`config.mk`:
```
export PLATFORM = sky130hd
export DESIGN_NAME = cursor_controles
export DESIGN_NICKNAME = d
export VERILOG_FILES = /design/src/rtl/cursor_controles.sv
export SDC_FILE = /design/constraint.sdc
export NUM_CORES = 1
export LEC_CHECK = 0
export ABC_AREA = 1
export CORE_UTILIZATION = 40
export DETAILED_ROUTE_END_ITERATION = 10
export DONT_BUFFER_PORTS = 1
export PLACE_DENSITY = 0.62
export SYNTH_ARGS = -nofsm -noshare
export SYNTH_HDL_FRONTEND = slang
export SYNTH_SLANG_ARGS = --single-unit
```
`constraint.sdc`:
```
create_clock -name clk -period 3.7 [get_ports clk]
set_input_delay 0.37 -clock clk [delete_from_list [all_inputs] [get_ports clk]]
set_output_delay 0.37 -clock clk [all_outputs]
set_load 0.005 [all_outputs]
```
`src/rtl/cursor_controles.sv`:
```
// 4x4 grid cursor driven by five debounced pushbuttons, plus a select strobe.
// Moves and selPulse appear DB_CYCLES+2 edges after s1 first samples a held press.
module cursor_controles #(
  parameter int DB_CYCLES = 500000
) (
  input  logic       clk,
  input  logic       rst,
  input  logic       btnLeft,
  input  logic       btnRight,
  input  logic       btnUp,
  input  logic       btnDown,
  input  logic       btnSelect,
  input  logic       en,
  output logic [1:0] posX,
  output logic [1:0] posY,
  output logic       selPulse,
  output logic [1:0] selX,
  output logic [1:0] selY
);

  localparam int CW = $clog2(DB_CYCLES);
  localparam logic [CW-1:0] CNT_MAX = CW'(DB_CYCLES - 1);

  localparam int B_LEFT  = 0;
  localparam int B_RIGHT = 1;
  localparam int B_UP    = 2;
  localparam int B_DOWN  = 3;
  localparam int B_SEL   = 4;

  logic [4:0]    btn_raw;
  logic [4:0]    s1;
  logic [4:0]    s2;
  logic [4:0]    db;
  logic [4:0]    db_q;
  logic [CW-1:0] cnt [5];
  logic [4:0]    press;

  logic          go_left;
  logic          go_right;
  logic          go_up;
  logic          go_down;
  logic          go_sel;
  logic [1:0]    posx_nxt;
  logic [1:0]    posy_nxt;

  assign btn_raw = {btnSelect, btnDown, btnUp, btnRight, btnLeft};

  always_ff @(posedge clk or negedge rst) begin
    if (!rst) begin
      s1 <= '0;
      s2 <= '0;
    end else begin
      s1 <= btn_raw;
      s2 <= s1;
    end
  end

  // Any sample matching the current level restarts the stability count.
  always_ff @(posedge clk or negedge rst) begin
    if (!rst) begin
      db   <= '0;
      db_q <= '0;
      for (int i = 0; i < 5; i++) begin
        cnt[i] <= '0;
      end
    end else begin
      db_q <= db;
      for (int i = 0; i < 5; i++) begin
        if (s2[i] == db[i]) begin
          cnt[i] <= '0;
        end else if (cnt[i] == CNT_MAX) begin
          db[i]  <= s2[i];
          cnt[i] <= '0;
        end else begin
          cnt[i] <= cnt[i] + 1'b1;
        end
      end
    end
  end

  // Rising edge of the debounced level only; a press held while en is low is lost.
  assign press    = db & ~db_q;
  assign go_left  = en & press[B_LEFT];
  assign go_right = en & press[B_RIGHT];
  assign go_up    = en & press[B_UP];
  assign go_down  = en & press[B_DOWN];
  assign go_sel   = en & press[B_SEL];

  always_comb begin
    posx_nxt = posX;
    posy_nxt = posY;
    case ({go_right, go_left})
      2'b01:   posx_nxt = posX - 2'd1;
      2'b10:   posx_nxt = posX + 2'd1;
      default: posx_nxt = posX;
    endcase
    case ({go_down, go_up})
      2'b01:   posy_nxt = posY - 2'd1;
      2'b10:   posy_nxt = posY + 2'd1;
      default: posy_nxt = posY;
    endcase
  end

  always_ff @(posedge clk or negedge rst) begin
    if (!rst) begin
      posX     <= '0;
      posY     <= '0;
      selPulse <= 1'b0;
      selX     <= '0;
      selY     <= '0;
    end else begin
      posX     <= posx_nxt;
      posY     <= posy_nxt;
      selPulse <= go_sel;
      if (go_sel) begin
        selX <= posX;
        selY <= posY;
      end
    end
  end

endmodule

```
==> results of run 1 <==
path summary, 6_finish.rpt:
kind	slack, ns	endpoint	cells past startpoint	startpoint
worst min register to register	0.35	s2[0]	0	s1[0]
worst max-delay path	2.18	cnt[55]	6	cnt[38]
max in group asynchronous	2.63	db[1]	2	rst
min in group asynchronous	0.61	cnt[40]	2	rst
worst max register to register	2.18	cnt[55]	6	cnt[38]
worst min-delay path	0.07	selPulse	2	en
critical path, delay by kind of cell, from the launching register on:
kind,cells,cell delay (ns)
adders and majority gates,1,0.20
DFF,1,0.37
and+or+nand+nor,5,0.83
metrics by stage:
stage | power (µW) | setup WS [ns] | utilization, %
6_report | 3258 | 2.183 | 47.69
5_1_grt | 3368 | 2.057 | 47.69
4_1_cts | 3296 | 2.180 | 47.69
3_5_place_dp | 1464 | 2.197 | 43.14
3_3_place_gp | 1462 | 2.220 | 43.14
2_1_floorplan | 1449 | 2.449 | -
area by class of cell:
type	count	area (µm²)
Fill cell	1584	8431
Multi-Input combinational cell	639	3178
Sequential cell	124	3103
Clock buffer	19	452.9
Inverter	107	401.6
Tap cell	216	270.3
Clock inverter	13	191.4
Timing Repair Buffer	7	87.58
cells in the mapped netlist:
cell type,number
nor2_1,229
nand2_1,163
dfrtp_1,124
inv_1,99
nand3_1,74
xor2_1,33
nand2_2,18
o21ai_0,17
nor2_2,15
nand4_1,14
o21ai_1,11
nor2_4,10
xnor2_1,10
inv_2,8
ha_1,7
a21oi_1,6
nor3b_1,6
o21a_1,5
nand2_4,4
xor2_2,4
nand3b_1,3
and2_1,2
nand3_2,2
nor3_1,2
o21bai_1,2
nor3_2,1
nor3b_2,1
flip-flops by register name, indices dropped and copies added, names as in the netlist:
signal and flops:
cnt 95, selPulse 1, posY 2, posX 2
db_q 5, db 5, s1 5, s2 5
selX 2, selY 2
where the power goes:
part / leakage, µW / internal [µW] / switching (µW)
Clock: 0.000294 / 1160 / 622
Sequential: 0.00169 / 1380 / 13.1
Combinational: 0.00136 / 23.8 / 59.7
Total: 0.00334 / 2560 / 695
per-layer routing:
| metal | wire length, µm | vias to the layer above | GRT usage, % |
|---|---|---|---|
| met5 | 0 | - | 0 |
| met4 | 243 | 0 | 6.848 |
| met3 | 505 | 17 | 4.090 |
| met2 | 6078 | 88 | 26.54 |
| met1 | 6980 | 2471 | 24.00 |
| li1 | - | 2758 | - |
cells by family (layout without fill, tap and decap cells):
family	after synthesis	count (layout)	share of synthesized area [%]
and+or+nand+nor	544	544	36.30
DFF	124	124	46.43
buffers and inverters	107	146	6.010
xor gates and xnor gates	47	47	6.609
AOI/OAI and AO/OA	41	41	3.333
adders and majority gates	7	7	1.311
==> impl_results.md, run 1 <==
* Status: completed
* Worst setup EP type: flip-flop
* Hold Path Class: input port to flip-flop
* Number of nets in the layout at 911
* Warnings, synthesis at 0
* Starting Density at 41.47%
* Final Critical Period at roughly 1.5 ns
* Layout cells sized above 1 at about a tenth
* I/O pin cnt at 17
* Leak at between 0.003 and 0.004 µW
* Startpoint Class: flip-flop
* Critical-path top delay cell: dfrtp_1
* Flop and latch count out of synthesis at roughly 120
* CTS Sinks at roughly 120
* Worst Clk Skew at about 0.0096 ns
* Initial antenna violation count at 0
* Cts hold-fix bufs at 7
* CTS tree: yes
* Design area at 0.007685 mm²
* Die Y at 131.3 µm
* Setup_tns at 0 ns
* Cell variety after synth at 27
* Clk Latency, worst-skew pair at approximately 0.42 ns
* Synth top area share at between 40% and 50%
* CORE AREA at between 0.015 and 0.02 mm²
* Final Hold Fails at 0
* Final worst-path cycle share at 40.99%
* Routed len/inst at about 12 µm
* Critical path arrival at approximately 1.8 ns
* Gr usage total at between 15 and 20%
* Clock edge transition at the registers on the reported setup and hold paths at roughly 0.06 ns
* Post-route DRC at 0
* ANT nets after route at 0
* Area contributors post-synth: dfrtp_1, nor2_1, nand2_1, inv_1, nand3_1
* Final WL at 13810 µm
* Vias in the first global route at ~5100
* Slew headroom at between 60% and 70%
* H-tree depth at 4
* Inserted Diodes at 0
* Critical path peak fanout at 6
* CP most frequent cell: nor2_1
* WP data required at around 4 ns
* IO Port Bufs at 0
* First-pass GRT wire length at between 20000 and 25000 µm
* Routability Congestion at around 0.9
* FMAX at between 0.6 and 0.7 GHz
* Gr ovfl total at 0
* Post-Place Cells at ~1100
* Area after DPL at between 0.006 and 0.007 mm²
* Max Buffers Root-to-Sink at 2
* Drt first-iter violations at approximately 270
* Final setup vio count at 0
* Mapped cell area at about 0.0067 mm²
* CTS buffer count at 17
* Post-Layout Cell Count at around 1100
* First drt pass iteration count at 6
* Rows at 46
* Most common cell after layout, fill and taps aside: nor2_1
* RSZ-0062 raised after global routing: false
* Vias per cell at about 4.7
* Mean Syn Cell Area at approximately 7.7 µm²
* DP HPWL at around 9800 µm
* Worst VDD drop at between 0.3 and 0.4 mV
* Postcts setup bufs at 0
* Most frequent cells in the layout: nor2_1, nand2_1, dfrtp_1, inv_1, nand3_1
* Die Footprint at 0.01723 mm²
* Worst slew pin tran at ~0.59 ns
* Chip Width at approximately 130 µm
* Pwr/cell area at 423.9 mW/mm²
* Worst hold slack at approximately 0.073 ns
* Crit-path cells: ha_1 -> nand2_1 -> nor2_1 -> nand3_1 -> nand2_2 -> nor2_1
* Total number of vias at 5334
* Max incr delay on CP at ~0.37 ns
* Area Overhead vs Synth at 15.00%
* Synth Instances at 870
* Max-cap violations at 0
* Seq/Total Area, Yosys at a little under half
* Leading area contributor after synthesis: dfrtp_1
* Largest net degree at the start of global routing at 125
* WS Path Type: flip-flop to flip-flop
* Syn_nets at between 800 and 900
* Post-CTS sizing at 0
* Final max-slew violation count at 0
* CTS Root Cell: clkbuf_16
No activity file was read; power rests on OpenSTA's default activity.
==> inputs of run 2 (changes only) <==
- clock period: 3.7 -> 1.4 ns (I/O delays scaled with it)
==> impl_results.md, run 2 (synthesis results as in run 1) <==
* Final setup vio count at 0 (unchanged)
* Most frequent cells in the layout: nor2_1, nand2_1, dfrtp_1, inv_1, nand3_1
* GR met2 Demand/Resource at 27.16% (+0.62 points)
* Routability Congestion at 0.8810 (-0.53%)
* Critical path arrival at 1.67 ns (-0.16 ns)
* Pwr Total at 8211 µW (+150%)
* Pwr/cell area at 1014 mW/mm² (+140%)
* Total number of vias at 5537 (+3.8%)
* Final Critical Period at 1.364 ns (-0.1524 ns)
* Post-route DRC at 0 (unchanged)
* Max incr delay on CP at 0.43 ns (+0.06 ns)
* Critical path peak fanout at 4 (-2)
* IO Port Bufs at 0 (unchanged)
* Most common cell after layout, fill and taps aside: nor2_1
* Rows at 46 (unchanged)
* Status: complete, but fails checks
* Critical path's top delay family: flip-flops
* Gr ovfl total at 0 (unchanged)
* Final Hold Fails at 124 (+124)
* Worst slew pin tran at 0.3103 ns (-0.2808 ns)
* First-pass GRT wire length at 24380 µm (+0.65%)
* Chip Width at 131.3 µm (unchanged)
* Largest register FFs at 95 (unchanged)
* Drt first-iter violations at 353 (+29%)
* CTS Sinks at 124 (unchanged)
* Met1 Use GR at 24.25% (+0.24 points)
* Fin util at 50.24% (+2.6 points)
* Most used routing layer: met2
* Worst setup EP type: flip-flop
* Cts hold-fix bufs at 6 (-1)
* Critical-path top delay cell: dfrtp_1
* ANT nets after route at 0 (unchanged)
* Failing checks: hold timing
* Die Y at 131.3 µm (unchanged)
* Met3 Resource Use GR at 4.591% (+0.50 points)
* Clk Latency, worst-skew pair at 0.42 ns (about the same)
* Leak at 0.003527 µW (+5.7%)
* RSZ-0062 raised after global routing: true
* Routed len/inst at 12.58 µm (+2.5%)
* First drt pass iteration count at 6 (unchanged)
* Number of nets in the layout at 947 (+4.0%)
* Final WL at 14590 µm (+5.7%)
* CORE AREA at 0.01612 mm² (unchanged)
* FMAX at 0.7329 GHz (+11%)
* WS Path Type: flip-flop to flip-flop
* Vias per cell at 4.773 (+0.67%)
* WP data required at 1.71 ns (-2.30 ns)
* Area Overhead vs Synth at 21.16%
* Worst hold slack at -0.5855 ns (-0.6584 ns)
* Crit-path cells: nand2_1 -> nor2_1 -> ha_1 -> nor2_1 -> nand2_1 -> xor2_1
* Final max-slew violation count at 0 (unchanged)
* Worst VDD drop at 0.8693 mV (+160%)
* Die Footprint at 0.01723 mm² (unchanged)
* I/O pin cnt at 17 (unchanged)
* Max Buffers Root-to-Sink at 2 (unchanged)
* Startpoint Class: flip-flop
* Hold Path Class: input port to asynchronous set/reset pin
* Final worst-path cycle share at 97.46% (+56 points)
* Largest net degree at the start of global routing at 125 (unchanged)
* DP HPWL at 10140 µm (+3.7%)
* Vias in the first global route at 5147 (+0.84%)
* Placement Setup Slack at -0.005010 ns (-2.202 ns)
* CTS tree: yes
* CTS Root Cell: clkbuf_16
* Slew headroom at 79.30% (+19 points)
* Worst setup margin at 0.03561 ns (-2.148 ns)
* Layout cells sized above 1 at 19.07% (+8.5 points)
* CTS buffer count at 17 (unchanged)
* Initial antenna violation count at 0 (unchanged)
* Starting Density at 41.47% (unchanged)
* H-tree depth at 4 (unchanged)
* Clock edge transition at the registers on the reported setup and hold paths at 0.05 ns (about the same)
* Gr usage total at 17.69% (+0.24 points)
* Reg with most FFs: cnt
* Max-cap violations at 0 (unchanged)
* Worst Clk Skew at 0.005560 ns (-0.003991 ns)
* Fillers at 1567 (-1.1%)
* Inserted Diodes at 0 (unchanged)
* CP bufs+invs at 0 (unchanged)
-- run 2: timing repair --
action,4_1_cts,5_1_grt
setup endpoints to repair,14,65
resized for setup,4,67
cloned,0,0
pin swaps,0,14
setup buffers,0,7
hold endpoints to repair,130,124
-- run 2: stage by stage --
step | setup TNS (ns) | instances | cell area (µm²) | hold WS (ns)
2_1_floorplan | 0 | 870 | 6683 | -0.1556
3_3_place_gp | 0 | 1116 | 7178 | -0.1475
3_5_place_dp | -0.005010 | 1116 | 7178 | -0.1456
4_1_cts | 0 | 1153 | 7826 | -0.5925
5_1_grt | -0.2383 | 1160 | 8097 | -0.5973
6_report | 0 | 1160 | 8097 | -0.5855
-- run 2: per-layer routing --
metal / routed length (µm) / part of all wire, %
met1: 7012 / 48
met2: 6645 / 46
met3: 741 / 5.1
met4: 187 / 1.3
met5: 0 / 0
-- run 2: worst paths after layout --
| check | from | to | slack, ns | depth (start not counted) |
|---|---|---|---|---|
| setup / recovery | db[3] | posY[1] | 0.04 | 6 |
| hold / removal | rst | cnt[45] | -0.59 | 0 |
| setup reg to reg | db[3] | posY[1] | 0.04 | 6 |
| hold reg to reg | s1[4] | s2[4] | 0.35 | 0 |
| max in group asynchronous | rst | cnt[67] | 1.80 | 0 |
| min in group clk | en | posX[0] | 0.11 | 4 |
-- run 2: layout make-up --
type / count / area (µm²) / area share, %
inverters: 107 / 401.6 / 4.961
clock inverters: 8 / 117.6 / 1.453
well taps: 216 / 270.3 / 3.338
flip-flops and latches: 124 / 3115 / 38.48
multi-input cells: 639 / 3396 / 41.94
clock buffers: 23 / 457.9 / 5.656
repair buffers: 43 / 337.8 / 4.172
-- run 2: power breakdown --
group / internal (µW) / total (µW) / leakage [µW] / switching, µW
combinational: 78.5 / 180 / 0.00158 / 102
sequential: 3640 / 3680 / 0.00167 / 39.4
clock: 2820 / 4350 / 0.000281 / 1540
